[config.mk]
export PLATFORM = sky130hd
export DESIGN_NAME = mandelbrot_frame_scheduler
export DESIGN_NICKNAME = d
export VERILOG_FILES = /design/src/rtl/mandelbrot_frame_scheduler.sv
export SDC_FILE = /design/constraint.sdc
export NUM_CORES = 1
export LEC_CHECK = 0
export ABC_AREA = 0
export CORE_UTILIZATION = 50
export CTS_CLUSTER_DIAMETER = 120
export DETAILED_ROUTE_END_ITERATION = 10
export PLACE_DENSITY = 0.83
export SETUP_SLACK_MARGIN = 0.4
export SLEW_MARGIN = 20
export SYNTH_ARGS = -nofsm -noshare
export SYNTH_HDL_FRONTEND = slang
export SYNTH_SLANG_ARGS = --single-unit
[constraint.sdc]
create_clock -name clk -period 6.2 [get_ports clk]
set_input_delay 0.93 -clock clk [delete_from_list [all_inputs] [get_ports clk]]
set_output_delay 0.93 -clock clk [all_outputs]
set_load 0.1 [all_outputs]
[src/rtl/mandelbrot_frame_scheduler.sv]
// Frame sequencer: raster-scans every pixel, launches the iteration engine and writes one byte per pixel.
// Define MANDEL_PALETTE_EN to map escape counts through a 16-entry palette ROM instead of count[7:0].
module mandelbrot_frame_scheduler #(
    parameter int unsigned             H_PIX   = 640,
    parameter int unsigned             V_PIX   = 480,
    parameter int unsigned             COORD_W = 16,
    parameter logic [COORD_W-1:0]      X_START = 16'hE000,
    parameter logic [COORD_W-1:0]      Y_START = 16'hF000,
    parameter logic [COORD_W-1:0]      STEP    = 16'h000D
) (
    input  logic               clk,
    input  logic               rst_n,
    input  logic               req,
    output logic               ack,
    output logic               busy,
    input  logic [15:0]        r0,
    output logic               it_start,
    output logic [COORD_W-1:0] it_cx,
    output logic [COORD_W-1:0] it_cy,
    output logic [15:0]        it_max,
    input  logic               it_done,
    input  logic [15:0]        it_count,
    output logic               de_req,
    input  logic               de_ack,
    output logic [17:0]        de_addr,
    output logic [3:0]         de_nbyte,
    output logic [31:0]        de_data
);

    localparam int unsigned XW = (H_PIX > 1) ? $clog2(H_PIX) : 1;
    localparam int unsigned YW = (V_PIX > 1) ? $clog2(V_PIX) : 1;
    localparam logic [XW-1:0] XLast = XW'(H_PIX - 1);
    localparam logic [YW-1:0] YLast = YW'(V_PIX - 1);

    typedef enum logic [2:0] {
        StIdle,
        StAck,
        StLaunch,
        StWait,
        StWrite,
        StNext
    } state_e;

    state_e             state_q, state_d;
    logic [XW-1:0]      x_q, x_d;
    logic [YW-1:0]      y_q, y_d;
    logic [COORD_W-1:0] cx_q, cx_d;
    logic [COORD_W-1:0] cy_q, cy_d;
    logic [15:0]        it_max_q, it_max_d;
    logic [19:0]        addr_q, addr_d;
    logic [7:0]         pix_q, pix_d;
    logic [7:0]         pix_byte;

`ifdef MANDEL_PALETTE_EN
    logic [7:0] palette_rom [16];

    for (genvar i = 0; i < 16; i++) begin : g_rom
        localparam logic [3:0] Idx = 4'(i);
        assign palette_rom[i] = {Idx, ~Idx};
    end

    assign pix_byte = (it_count == it_max_q) ? 8'h00 : palette_rom[it_count[3:0]];
`else
    assign pix_byte = (it_count == it_max_q) ? 8'h00 : it_count[7:0];
`endif

    always_comb begin
        state_d  = state_q;
        x_d      = x_q;
        y_d      = y_q;
        cx_d     = cx_q;
        cy_d     = cy_q;
        it_max_d = it_max_q;
        addr_d   = addr_q;
        pix_d    = pix_q;
        unique case (state_q)
            StIdle: begin
                if (req) state_d = StAck;
            end
            StAck: begin
                it_max_d = (r0 == 16'd0) ? 16'd1 : r0;
                x_d      = '0;
                y_d      = '0;
                cx_d     = X_START;
                cy_d     = Y_START;
                addr_d   = '0;
                state_d  = StLaunch;
            end
            StLaunch: state_d = StWait;
            StWait: begin
                if (it_done) begin
                    pix_d   = pix_byte;
                    state_d = StWrite;
                end
            end
            StWrite: begin
                if (de_ack) state_d = StNext;
            end
            StNext: begin
                // Last pixel leaves all counters untouched; the next ACK reloads them.
                if (x_q == XLast && y_q == YLast) begin
                    state_d = StIdle;
                end else begin
                    addr_d  = addr_q + 20'd1;
                    state_d = StLaunch;
                    if (x_q == XLast) begin
                        x_d  = '0;
                        cx_d = X_START;
                        y_d  = y_q + YW'(1);
                        cy_d = cy_q + STEP;
                    end else begin
                        x_d  = x_q + XW'(1);
                        cx_d = cx_q + STEP;
                    end
                end
            end
            default: state_d = StIdle;
        endcase
    end

    always_ff @(posedge clk) begin
        if (!rst_n) begin
            state_q  <= StIdle;
            x_q      <= '0;
            y_q      <= '0;
            cx_q     <= '0;
            cy_q     <= '0;
            it_max_q <= '0;
            addr_q   <= '0;
            pix_q    <= '0;
        end else begin
            state_q  <= state_d;
            x_q      <= x_d;
            y_q      <= y_d;
            cx_q     <= cx_d;
            cy_q     <= cy_d;
            it_max_q <= it_max_d;
            addr_q   <= addr_d;
            pix_q    <= pix_d;
        end
    end

    assign ack      = (state_q == StAck);
    assign busy     = (state_q != StIdle);
    assign it_start = (state_q == StLaunch);
    assign de_req   = (state_q == StWrite);
    assign it_cx    = cx_q;
    assign it_cy    = cy_q;
    assign it_max   = it_max_q;
    assign de_addr  = addr_q[19:2];
    assign de_data  = {4{pix_q}};

    // Lane strobes are only asserted while a write is being offered.
    always_comb begin
        de_nbyte = 4'b1111;
        if (state_q == StWrite) begin
            unique case (addr_q[1:0])
                2'b00:   de_nbyte = 4'b1110;
                2'b01:   de_nbyte = 4'b1101;
                2'b10:   de_nbyte = 4'b1011;
                default: de_nbyte = 4'b0111;
            endcase
        end
    end

endmodule

==> impl_metrics.toml <==
[detailed_routing]
final_antenna_net_count = 0
wl_um = 13280
first_pass_iters = 5
vias_per_cell = 5.936
vias = 4856
drc = 0
drt_first_iter_violations = 244
wl_per_cell_um = 16.24

[floorplan]
io_pins = 143
die_area_sq_um = 10480
chipHeight_um = 102.4
rows = 36
die_w_um = 102.4
initial_core_util = 0.5152
core_area_sq_um = 9774

[worst_setup_path]
cpMaxStageDelayCell = "clkdlybuf4s50_1"
worst_setup_path_end_kind = "output pin"
worst-path-buf-inv = 2
critPathTopFamily = "buffers and inverters"
worstPathArrival_ns = 3.21
critPathKind = "register to output pin"
critPathMaxStageDelay_ns = 1.30
timing.critical_path.fanout_max = 12
r2r_setup_slack_ns = 3.45
critPathRequiredTime_ns = 5.27
crit_chain = "inv_1 -> nor3_1 -> clkdlybuf4s50_1"
start_kind = "register"

[synthesis]
ys_warn_count = 0
ys_seq_elements = 98
netlist_area_sq_um = 5036
syn-instance-count = 594
yosysSeqAreaShare = 0.3896
synth_cell_types = 57
avgSynthCellArea_sq_um = 8.478
synth_nets = 640
synth_edf_count = 0
dominantRegCellSynth = "dfxtp_1"
async_flop_share = 0

[finish]
antenna_cells = 0
drive_gt1_frac = 0.04818
area_growth_pct = 26.71
nets = 727
final_common_cell = "clkdlybuf4s50_1"
layout_common_cells = "clkdlybuf4s50_1 (142), dfxtp_1 (98), nor2_1 (50)"

[sta]
worst_slew_pin_slew_ns = 1.069
max_clock_freq_ghz = 0.2415
fin_skew_ns = 0.01107
fin_hold_ws_ns = 0.4869
rsz0062_at_grt = "false"
fin_crit_sh = 0.6679
fin_setup_tns_ns = 0
finalHoldViolCount = 0
finalSetupViolCount = 0
slew_viol_final = 0
relSlewSlack = 0.2818
min_period_ns = 4.141

[clock_tree]
tritoncts = "built"
numCtsBuffers = 9
clockBufferDepth = 2
cts_max_level = 3
clk-insertion-delay-late_ns = 0.36
post_cts_resized = 0
cts_sinks = 98
clk_pin_slew_ns = 0.09
hold_buffers = 0
cts_root_buffer = "clkbuf_8"
cts_setup_buffers = 0

[power]
p_leak_nw = 2.050
ir_drop_v = 0.0001060
powerDensity_nw_per_um2 = 211.4

[grt]
grt_pass1_wl_um = 20570
grt_overflow = 0
grt_antenna_before_repair = 0
grt_max_degree = 34
grt_usage = 0.2496
grt_pass1_vias = 4372

[placement]
io_buffer_count = 142
dp.final_hpwl_um = 9803
globalplace.congestion = 0.8336

[worst_hold_path]
hp-class = "register to register"

[outcome]
run_status = "finished, final reports clean"

[flow_run]
cap_violations = 0
## per-stage QoR
stage | utilization | power, mW | cells | setup slack (ns) | instance area [sq um]
3_3_place_gp | 0.6345 | 0.9842 | 803 | 2.453 | 6202
4_1_cts | 0.6519 | 1.353 | 818 | 2.043 | 6372
5_1_grt | 0.6528 | 1.396 | 818 | 1.949 | 6381
6_report | 0.6528 | 1.349 | 818 | 2.059 | 6381
3_5_place_dp | 0.6345 | 0.9884 | 803 | 2.427 | 6202
2_1_floorplan | - | 0.9048 | 594 | 1.024 | 5036
## worst reg2reg max path, cell delays in order, from the launching register on
cell     delay, ns
dfxtp_1       0.40
ha_1          0.26
nand2_1       0.16
or3_1         0.45
a31oi_2       0.61
buf_4         0.37
nor4_1        0.10
o31a_1        0.28
## sequential cells by signal (all words and copies together), names as in the netlist
name and cells:
addr_q 20, it_cx 16, it_cy 16, it_max 16, x_q 10, y_q 9, pix_q 8, state_q 3
## synth_stat cells (3+ instances only)
| library cell | number | area (sq um) |
|---|---|---|
| nor2_1 | 51 | 191.4 |
| o31a_1 | 8 | 70.07 |
| a21oi_1 | 49 | 245.2 |
| nand2_1 | 42 | 157.7 |
| o21ai_1 | 5 | 25.02 |
| nand2b_1 | 3 | 18.77 |
| o21ai_0 | 30 | 150.1 |
| inv_1 | 9 | 33.78 |
| a22oi_1 | 5 | 37.54 |
| nor3_1 | 11 | 55.05 |
| nand4_1 | 16 | 100.1 |
| a2bb2oi_1 | 8 | 70.07 |
| buf_4 | 43 | 322.8 |
| buf_2 | 10 | 50.05 |
| o211ai_1 | 5 | 37.54 |
| xor2_1 | 8 | 70.07 |
| clkbuf_1 | 13 | 48.80 |
| or4_1 | 12 | 90.09 |
| nor4_1 | 12 | 75.07 |
| or2_2 | 3 | 18.77 |
| and4_1 | 3 | 26.28 |
| o31ai_1 | 10 | 75.07 |
| a31oi_1 | 4 | 25.02 |
| o2111ai_1 | 3 | 26.28 |
| or3_1 | 26 | 162.7 |
| dfxtp_1 | 98 | 1962 |
| and2_1 | 3 | 18.77 |
| ha_1 | 9 | 112.6 |
| nand3_1 | 22 | 110.1 |
| and3_1 | 4 | 25.02 |
| a22o_1 | 14 | 122.6 |
| xnor2_1 | 20 | 175.2 |
## metal layers
layer,vias to the layer above,global-route usage,wire length [um]
met1,2314,0.3008,5514
met3,35,0.04720,933
met2,188,0.4311,6497
li1,2319,-,-
met5,-,0,0
met4,0,0.1132,336
## cells by family after synthesis
| kind of cell | Yosys count | synth area share |
|---|---|---|
| buf+inv | 78 | 0.09565 |
| fa+ha+maj | 9 | 0.02236 |
| mux | 2 | 0.003975 |
| compound gates | 160 | 0.2114 |
| simple gates | 219 | 0.2283 |
| xor+xnor | 28 | 0.04870 |
| flops | 98 | 0.3896 |
## cell type report
cell class                      instances  area, sq um
Clock buffer                           11        141.4
Sequential cell                        98         1962
Clock inverter                          4        28.78
Timing Repair Buffer                  145         1444
Tap cell                              133        166.4
Inverter                                9        33.78
Multi-Input combinational cell        418         2605
Fill cell                             836         3393
## where the power goes
| part | switching [mW] | total [mW] | internal, mW | leakage [nW] |
|---|---|---|---|---|
| logic | 0.222 | 0.308 | 0.0853 | 1.18 |
| registers | 0.0214 | 0.667 | 0.646 | 0.793 |
| clock network | 0.219 | 0.374 | 0.155 | 0.0814 |
| total | 0.463 | 1.35 | 0.886 | 2.05 |
## final timing paths
kind / startpoint / end / cells past startpoint
hold / removal: it_cy[15] / it_cy[15] / 1
setup reg to reg: y_q[0] / it_cy[14] / 7
setup / recovery: state_q[2] / de_req / 3
hold reg to reg: it_cy[15] / it_cy[15] / 1
(Power assumes the default switching activity.)
